## src/rtl/barrel_pkg.sv

```systemverilog
// rtl/barrel_pkg.sv - shared encodings and defaults for the barrel scheduler
package barrel_pkg;

  // Scheduler FSM states
  typedef enum logic [1:0] {
    S_IDLE      = 2'b00,
    S_WAIT_GET  = 2'b01,
    S_WAIT_DROP = 2'b10,
    S_COOLDOWN  = 2'b11
  } sched_state_t;

  // Kong animation states, shared with the Kong controller and sprite renderer
  typedef enum logic [1:0] {
    ANIM_NORMAL = 2'b00,
    ANIM_GET    = 2'b01,
    ANIM_HOLD   = 2'b10,
    ANIM_DROP   = 2'b11
  } kong_anim_t;

  localparam int DEF_NUM_BARRELS = 4;
  localparam int DEF_SPAWN_X     = 160;
  localparam int DEF_SPAWN_Y     = 100;
  localparam int DEF_COOLDOWN    = 32;

  // Saturating increment for the HUD statistics counters
  function automatic logic [7:0] sat_inc8(input logic [7:0] v);
    return (v == 8'hFF) ? v : v + 8'd1;
  endfunction

  function automatic logic [3:0] sat_inc4(input logic [3:0] v);
    return (v == 4'hF) ? v : v + 4'd1;
  endfunction

endpackage

```

## src/rtl/rr_free_select.sv

```systemverilog
// rtl/rr_free_select.sv - round-robin search for the first free barrel slot
module rr_free_select #(
  parameter int N  = 4,
  parameter int PW = $clog2(N)
) (
  input  logic [N-1:0]  busy_i,
  input  logic [PW-1:0] ptr_i,
  output logic          hit_o,
  output logic [PW-1:0] idx_o,
  output logic [N-1:0]  grant_o
);

  int            j;
  logic [PW-1:0] jsel;

  // Scan from the farthest offset back to the pointer so the nearest free slot wins
  always_comb begin
    hit_o = 1'b0;
    idx_o = '0;
    j     = 0;
    jsel  = '0;
    for (int k = N - 1; k >= 0; k--) begin
      j = int'(ptr_i) + k;
      if (j >= N) j = j - N;
      jsel = PW'(j);
      if (!busy_i[jsel]) begin
        hit_o = 1'b1;
        idx_o = jsel;
      end
    end
  end

  assign grant_o = hit_o ? (N'(1) << idx_o) : '0;

endmodule

```

## src/rtl/barrel_scheduler.sv

```systemverilog
// rtl/barrel_scheduler.sv - launches one barrel per Kong throw cycle, round-robin over slots
module barrel_scheduler
  import barrel_pkg::*;
#(
  parameter int NUM_BARRELS = DEF_NUM_BARRELS,
  parameter int SPAWN_X     = DEF_SPAWN_X,
  parameter int SPAWN_Y     = DEF_SPAWN_Y,
  parameter int COOLDOWN    = DEF_COOLDOWN
) (
  input  logic                   clk,
  input  logic                   rst,
  input  logic                   start,
  input  logic                   over,
  input  logic [1:0]             kong_anim,
  input  logic [NUM_BARRELS-1:0] barrel_busy,
  output logic [NUM_BARRELS-1:0] spawn,
  output logic [9:0]             spawn_x,
  output logic [8:0]             spawn_y,
  output logic [1:0]             state,
  output logic [7:0]             launch_count,
  output logic [3:0]             miss_count
);

  localparam int PW = $clog2(NUM_BARRELS);
  localparam int CW = $clog2(COOLDOWN);

  sched_state_t           state_q, state_d;
  logic [PW-1:0]          ptr_q, ptr_d;
  logic [CW-1:0]          cnt_q, cnt_d;
  logic [NUM_BARRELS-1:0] spawn_q, spawn_d;
  logic [7:0]             launch_q, launch_d;
  logic [3:0]             miss_q, miss_d;

  logic                   sel_hit;
  logic [PW-1:0]          sel_idx;
  logic [NUM_BARRELS-1:0] sel_grant;

  rr_free_select #(
    .N  (NUM_BARRELS),
    .PW (PW)
  ) u_sel (
    .busy_i  (barrel_busy),
    .ptr_i   (ptr_q),
    .hit_o   (sel_hit),
    .idx_o   (sel_idx),
    .grant_o (sel_grant)
  );

  // Next-state: throw sequencing, slot grant on DROP, over aborts to idle
  always_comb begin
    state_d  = state_q;
    ptr_d    = ptr_q;
    cnt_d    = cnt_q;
    spawn_d  = '0;
    launch_d = launch_q;
    miss_d   = miss_q;

    if (state_q == S_IDLE) begin
      if (start && !over) begin
        state_d  = S_WAIT_GET;
        launch_d = '0;
        miss_d   = '0;
        ptr_d    = '0;
      end
    end else if (over) begin
      state_d = S_IDLE;
    end else begin
      case (state_q)
        S_WAIT_GET: begin
          if (kong_anim == ANIM_GET) state_d = S_WAIT_DROP;
        end
        S_WAIT_DROP: begin
          if (kong_anim == ANIM_DROP) begin
            state_d = S_COOLDOWN;
            cnt_d   = CW'(COOLDOWN - 1);
            if (sel_hit) begin
              spawn_d  = sel_grant;
              ptr_d    = (sel_idx == PW'(NUM_BARRELS - 1)) ? '0 : sel_idx + PW'(1);
              launch_d = sat_inc8(launch_q);
            end else begin
              miss_d   = sat_inc4(miss_q);
            end
          end
        end
        S_COOLDOWN: begin
          if (cnt_q != '0) begin
            cnt_d = cnt_q - CW'(1);
          end else if (kong_anim == ANIM_NORMAL) begin
            state_d = S_WAIT_GET;
          end
        end
        default: state_d = S_IDLE;
      endcase
    end
  end

  // State and statistics registers, cleared asynchronously
  always_ff @(posedge clk or posedge rst) begin
    if (rst) begin
      state_q  <= S_IDLE;
      ptr_q    <= '0;
      cnt_q    <= '0;
      spawn_q  <= '0;
      launch_q <= '0;
      miss_q   <= '0;
    end else begin
      state_q  <= state_d;
      ptr_q    <= ptr_d;
      cnt_q    <= cnt_d;
      spawn_q  <= spawn_d;
      launch_q <= launch_d;
      miss_q   <= miss_d;
    end
  end

  assign spawn        = spawn_q;
  assign spawn_x      = 10'(SPAWN_X);
  assign spawn_y      = 9'(SPAWN_Y);
  assign state        = state_q;
  assign launch_count = launch_q;
  assign miss_count   = miss_q;

endmodule

```

## config.mk

```make
export PLATFORM = sky130hd
export DESIGN_NAME = barrel_scheduler
export DESIGN_NICKNAME = d
export VERILOG_FILES = /design/src/rtl/barrel_pkg.sv /design/src/rtl/rr_free_select.sv /design/src/rtl/barrel_scheduler.sv
export SDC_FILE = /design/constraint.sdc
export NUM_CORES = 1
export LEC_CHECK = 0
export CAP_MARGIN = 20
export CORE_MARGIN = 1
export CORE_UTILIZATION = 66
export CTS_BUF_LIST = sky130_fd_sc_hd__clkbuf_4
export CTS_CLUSTER_DIAMETER = 80
export DETAILED_ROUTE_END_ITERATION = 8
export DONT_BUFFER_PORTS = 1
export PLACE_DENSITY_LB_ADDON = 0.12
export SETUP_SLACK_MARGIN = 0.3
export SYNTH_ARGS = -nofsm -noshare
export SYNTH_HDL_FRONTEND = slang
export SYNTH_SLANG_ARGS = --single-unit
export TNS_END_PERCENT = 100
```

## constraint.sdc

```tcl
create_clock -name clk -period 2.2 [get_ports clk]
set_clock_uncertainty 0.2 [all_clocks]
set_input_delay 0.44 -clock clk [delete_from_list [all_inputs] [get_ports clk]]
set_output_delay 0.44 -clock clk [all_outputs]
set_load 0.01 [all_outputs]
```

==> results.md, run 1 <==
- Met2 wire length: 2.07 mm
- Metal-1 WL: 1.60 mm
- Max Buffers Root-to-Sink: 2
- Arrival time at the worst endpoint: 2.14 ns
- Num rows: 18
- Vias: 1435
- Fin. Hold Viols: 0
- WL/cell: 16.9 um
- RSZ-0062 raised after global routing: yes
- Worst VDD drop: 0.000804 V
- Fillcell total: 149
- Asr flop ratio synth: 1.00
- Chip height: 53.3 um
- Setup TNS: 0 ns
- Final #Nets: 226
- Total Power: 1.92 mW
- Number of synthesized flops with an enable pin: 0
- DR vias/cell: 6.08
- Reg power frac: 0.371
- Dpl hpwl: 2.49 mm
- Top_reg_cell synth: dfrtp_1
- Worst Reg-to-Reg Cells: 7
- Area grow syn2layout: 17.1%
- H-tree depth: 1
- IO buf count: 0
- WHS Endpoint: spawn[0]
- Total congestion overflow: 0
- GP Congestion: 0.861
- Crit path max fanout: 6
- Drc violations: 0
- Critical path type: reg -> reg
- CTS Buf Count: 3
- Seq cells post-synth: 25
- Max-cap violations: 0
- Largest net degree at the start of global routing: 19
- Yosys warnings: 0
- DR iter-0 viols: 45
- Antenna-violating nets left: 0
- Fin cells: 236
- Fin area: 2030 um2
- Logic pwr share: 0.509
- Inst Count DP: 216
- Post-Syn Instances: 185
- Switching power: 0.845 mW
- Total GRT Usage: 0.282
- Share of cells above drive strength 1: 0.320
- First drt pass iteration count: 4
- Register-to-Register Setup Slack: 0.10 ns
- Critical hold path startpoint: barrel_busy[1]
- Clock latency on the worst-skew pair: 0.34 ns
- CTS tree: done
- CP Capture Type: register
- Status: finished clean
- Part of the cycle the worst path needs: 0.953
- PD cells: 947 nW/um2
- Leakage: 0.944 nW
- Initial Util: 0.701
- Vias in the first global route: 1295
- Syn Std Cell Area: 1740 um2
- Critical R2R Launch: state[1]
- Syn avg cell area: 9.38 um2
- Clock network power share: 0.120
- Max Slew Vio Count: 0
- Sw frac: 0.439
- Clock transition at path regs: 0.16 ns
- Pint: 1.08 mW
- N_diodes: 0
- Startpoint types: register
- Die W: 53.3 um
- Routed Wire Length: 3.98 mm
- Hold depth: 2
- Tmin final: 2.10 ns
- Hold crit path type: in -> reg
- Met3 WL: 222 um
- Finish-stage setup viols: 0
- CTS sink cnt: 25
- Placed Area: 1760 um2
- I/O pins: 47
- Critical Path RT: 2.25 ns
- Max Fclk: 477 MHz
- Top sig layer: met4
- Root buffer cell: clkbuf_4
- Area of the die: 2840 um2
- Antenna violations before repair: 0
- Wire length of the first global-routing pass: 5.69 mm
- Core area: 2480 um2
- Unique cell type count in the Yosys netlist: 47
- Register area share after synthesis: 0.360
- R2r endpoint: launch_count[0]
## stage by stage
step	utilization	hold WS, ns	setup slack [ns]
floorplan	-	0.267	0.230
global placement	0.709	0.0988	0.146
detailed placement	0.709	0.105	0.105
CTS	0.785	0.103	0.156
global route	0.820	0.127	0.0221
finish	0.820	0.0888	0.104
## power by group through the flow
stage | registers (mW) | clock network, mW | logic [mW]
2_1_floorplan | 0.695 | 0 | 0.577
3_3_place_gp | 0.710 | 0 | 0.653
3_5_place_dp | 0.719 | 0 | 0.688
4_1_cts | 0.707 | 0.223 | 0.851
5_1_grt | 0.728 | 0.242 | 1.05
6_report | 0.714 | 0.230 | 0.980
## logic make-up (layout without fill, tap and decap cells)
kind of cell	after synthesis	in the layout	share of synthesized area
AO/OA/AOI/OAI	34	34	0.165
XOR/XNOR	8	8	0.0404
adder cells (fa/ha/maj)	9	9	0.0649
buffers and inverters	34	38	0.119
flip-flops	25	25	0.360
multiplexers	2	2	0.0123
other	2	19	0.00433
AND/OR/NAND/NOR	71	71	0.234
## flip-flops by register name, indices dropped and copies added (netlist names)
name          flops
launch_count      8
cnt_q             5
miss_count        4
spawn             4
ptr_q             2
state             2
## synth_stat cells (2+ instances only)
library cell,n,share of area
nand4_1,5,0.018
xor2_1,8,0.040
a21oi_1,7,0.020
nor4_1,2,0.0072
ha_1,9,0.065
o211ai_1,2,0.0086
dfrtp_1,25,0.36
a31oi_1,2,0.0072
nor3_1,5,0.014
conb_1,2,0.0043
a2111oi_4,2,0.032
nand2_1,13,0.028
buf_4,21,0.091
nor2_1,17,0.037
o31ai_1,2,0.0086
nand3_1,8,0.023
inv_1,13,0.028
and3_1,7,0.025
o21ai_0,7,0.020
## repair_timing
action	4_1_cts	5_1_grt
gates resized for setup	18	11
setup endpoints to repair	19	24
endpoints found under the hold margin	7	0
pin swaps	17	7
hold buffers	1	0
setup buffers	11	4
## per-layer routing
layer / track usage / vias up
met1: 0.331 / 704
li1: - / 661
met2: 0.485 / 61
met5: 0 / -
met3: 0.0489 / 9
met4: 0.145 / 0
## worst max path at each step
| stage | start | end | slack [ns] |
|---|---|---|---|
| after floorplan | state[0] | launch_count[6] | 0.23 |
| after global placement | state[1] | launch_count[6] | 0.15 |
| after detailed placement | state[1] | launch_count[0] | 0.10 |
| after CTS | state[1] | launch_count[5] | 0.16 |
| after global routing | state[1] | launch_count[5] | 0.02 |
| final | state[1] | launch_count[0] | 0.10 |
## worst max-delay path: stages (launching register included)
cell and delay, ns:
dfrtp_2 0.50, inv_4 0.05, ha_4 0.18, nand4b_4 0.23, a21oi_2 0.24, o21ai_2 0.10
nor2_1 0.15, mux2_2 0.36
## placed cells by master (no fill, tap or decap), types with 2 or more instances in the layout
cell type and instances:
o211ai_1 2, xor2_1 8, a31oi_1 2, and3_1 6, nand3_2 3, inv_2 2, nand4_1 5, buf_4 19
nand2_1 11, o21ai_0 3, nor3_1 3, nor2_1 16, ha_1 6, a2111oi_4 2, o31ai_1 2, conb_1 19
o21ai_1 2, clkbuf_4 3, nand3_1 5, dfrtp_2 2, inv_1 9, nor3_2 2, a21oi_1 6, dfrtp_1 23
ha_4 2, inv_4 2, o21ai_2 3
## area by class of cell
class | count | area, um2 | share of cell area
Timing Repair Buffer | 21 | 164 | 0.0807
Clock inverter | 1 | 7.51 | 0.00369
Multi-Input combinational cell | 143 | 1120 | 0.550
Clock buffer | 3 | 22.5 | 0.0111
Tap cell | 30 | 37.5 | 0.0185
Sequential cell | 25 | 628 | 0.309
Inverter | 13 | 53.8 | 0.0265
No activity file was read; power rests on OpenSTA's default activity.
==> run 2, diff against run 1 <==
CAP_MARGIN = not set   (was 20)
==> results of run 2 <==
Same layout as run 1: the final DEF is identical, and so are final timing and power.
==> run 3, diff against run 2 <==
clock period = 2.69 ns   (was 2.2 ns; I/O delays follow)
==> results.md, run 3 (synthesis gave the netlist of run 1 again) <==
- IO buf count: 0 (unchanged)
- First drt pass iteration count: 4 (unchanged)
- PD cells: 731 nW/um2 (was 947 nW/um2)
- Tmin final: 2.25 ns (was 2.10 ns)
- Most Used Layer, Global Route: met2 (unchanged)
- Max Buffers Root-to-Sink: 2 (unchanged)
- CP Capture Type: register (unchanged)
- Routed Wire Length: 3.19 mm (was 3.98 mm)
- H-tree depth: 1 (unchanged)
- Max Slew Vio Count: 0 (unchanged)
- WL/cell: 14.6 um (was 16.9 um)
- Status: finished clean (unchanged)
- Clock latency on the worst-skew pair: 0.34 ns (about the same)
- Fin cells: 219 (was 236)
- Chip height: 53.3 um (unchanged)
- N_diodes: 0 (unchanged)
- Commonest non-fill, non-tap cell in the layout: dfrtp_1 (unchanged)
- Area grow syn2layout: 0.433% (was 17.1%)
- Critical path type: reg -> reg (unchanged)
- Grt met2 use: 0.450 (was 0.485)
- Die W: 53.3 um (unchanged)
- Startpoint types: register (unchanged)
- Final #Nets: 209 (was 226)
- Hold Buf Count CTS: 0 (was 1)
- Wire length of the first global-routing pass: 5.24 mm (was 5.69 mm)
- CTS tree: done (unchanged)
- Worst slew pin tran: 0.915 ns
- Leakage: 0.831 nW (was 0.944 nW)
- Max FFs per register: 8 (unchanged)
- Num rows: 18 (unchanged)
- Antenna-violating nets left: 0 (unchanged)
- Critical Path RT: 2.73 ns (was 2.25 ns)
- I/O pins: 47 (unchanged)
- Worst VDD drop: 0.000616 V (was 0.000804 V)
- Slowest CP cell: dfrtp_2 (unchanged)
- CTS sink cnt: 25 (unchanged)
- Initial Util: 0.701 (unchanged)
- Antenna violations before repair: 0 (unchanged)
- Final hold slack: 0.0668 ns (was 0.0888 ns)
- Finish-stage setup viols: 0 (unchanged)
- Vias: 1297 (was 1435)
- Inst Count DP: 214 (was 216)
- Grt met3 use: 0.0431 (was 0.0489)
- RSZ-0062 raised after global routing: no (was yes)
- Met1 usage: 0.302 (was 0.331)
- Part of the cycle the worst path needs: 0.837 (was 0.953)
- Setup TNS: 0 ns (unchanged)
- Fin. Hold Viols: 0 (unchanged)
- DR iter-0 viols: 25 (was 45)
- Largest net degree at the start of global routing: 26 (was 19)
- Arrival time at the worst endpoint: 2.30 ns (was 2.14 ns)
- Max Fclk: 444 MHz (was 477 MHz)
- Core area: 2480 um2 (unchanged)
- Share of cells above drive strength 1: 0.122 (was 0.320)
- CTS Buf Count: 3 (unchanged)
- Clock transition at path regs: 0.15 ns (was 0.16 ns)
- Root buffer cell: clkbuf_4 (unchanged)
- Rel. slew slack: 0.389
- Dpl hpwl: 2.43 mm (was 2.49 mm)
- Slowest cell delay on critical path: 0.49 ns (was 0.50 ns)
- Total Power: 1.27 mW (was 1.92 mW)
- Area of the die: 2840 um2 (unchanged)
- GP Congestion: 0.777 (was 0.861)
- Max-cap violations: 0 (unchanged)
- Hold crit path type: in -> async (was in -> reg)
- Vias in the first global route: 1222 (was 1295)
- Total GRT Usage: 0.253 (was 0.282)
- DR vias/cell: 5.92 (was 6.08)
- Most frequent cells in the layout: dfrtp_1 (24), conb_1 (19), nor2_1 (17) (was dfrtp_1 (23), conb_1 (19), buf_4 (19))
- Placed Area: 1700 um2 (was 1760 um2)
- Drc violations: 0 (unchanged)
- Crit path max fanout: 9 (was 6)
- Fin area: 1740 um2 (was 2030 um2)
- Total congestion overflow: 0 (unchanged)
- CP cell instances: inv_1 -> ha_2 -> nand2_1 -> a21oi_1 -> o21ai_1 -> nor2_1 -> mux2_2 (was inv_4 -> ha_4 -> nand4b_4 -> a21oi_2 -> o21ai_2 -> nor2_1 -> mux2_2)
-- run 3: cell count changes in the layout (fill, tap and decap cells not counted), sizes merged --
cell / delta
buf: -16
dlygate4sd3: -1
-- run 3: cell type report --
type / count / area [um2]
multi-input combinational: 143 / 970
clock buffer: 3 / 22.5
timing repair buffer: 4 / 30.0
sequential: 25 / 627
inverter: 13 / 48.8
clock inverter: 1 / 7.51
tap: 30 / 37.5
fill: 201 / 734
-- run 3: where the power goes --
group / internal [mW] / leakage, nW / switching, mW
logic: 0.214 / 0.492 / 0.320
clock network: 0.0570 / 0.0139 / 0.125
registers: 0.455 / 0.325 / 0.104
total: 0.726 / 0.831 / 0.549
-- run 3: metrics by stage --
step	worst slack, ns	utilization
after floorplan	0.573	-
after global placement	0.417	0.687
after detailed placement	0.304	0.687
after CTS	0.301	0.699
after global routing	0.314	0.704
final	0.437	0.704
-- run 3: worst max-delay path: cells and delay by family, from the launching register on --
family,cells,cell delay [ns]
mux,1,0.33
simple gates,2,0.32
buf+inv,1,0.15
fa+ha+maj,1,0.28
flops,1,0.49
compound gates,2,0.40
-- run 3: routing by layer --
layer	up-vias	wire length, um
met4	0	23
met2	34	1630
li1	628	-
met1	631	1380
met5	-	0
met3	4	154
-- run 3: final timing paths --
check | start | endpoint | slack (ns) | depth (start not counted)
max in group asynchronous | rst | state[1] | 1.60 | 1
min reg2reg | cnt_q[0] | cnt_q[0] | 0.36 | 1
max | state[1] | launch_count[0] | 0.44 | 7
min | rst | cnt_q[4] | 0.07 | 1
max reg2reg | state[1] | launch_count[0] | 0.44 | 7
min in group clk | over | miss_count[0] | 0.23 | 3
-- run 3: repair_timing --
item,4_1_cts,5_1_grt
setup buffers,0,1
gates resized for setup,0,2
setup endpoints to repair,0,14
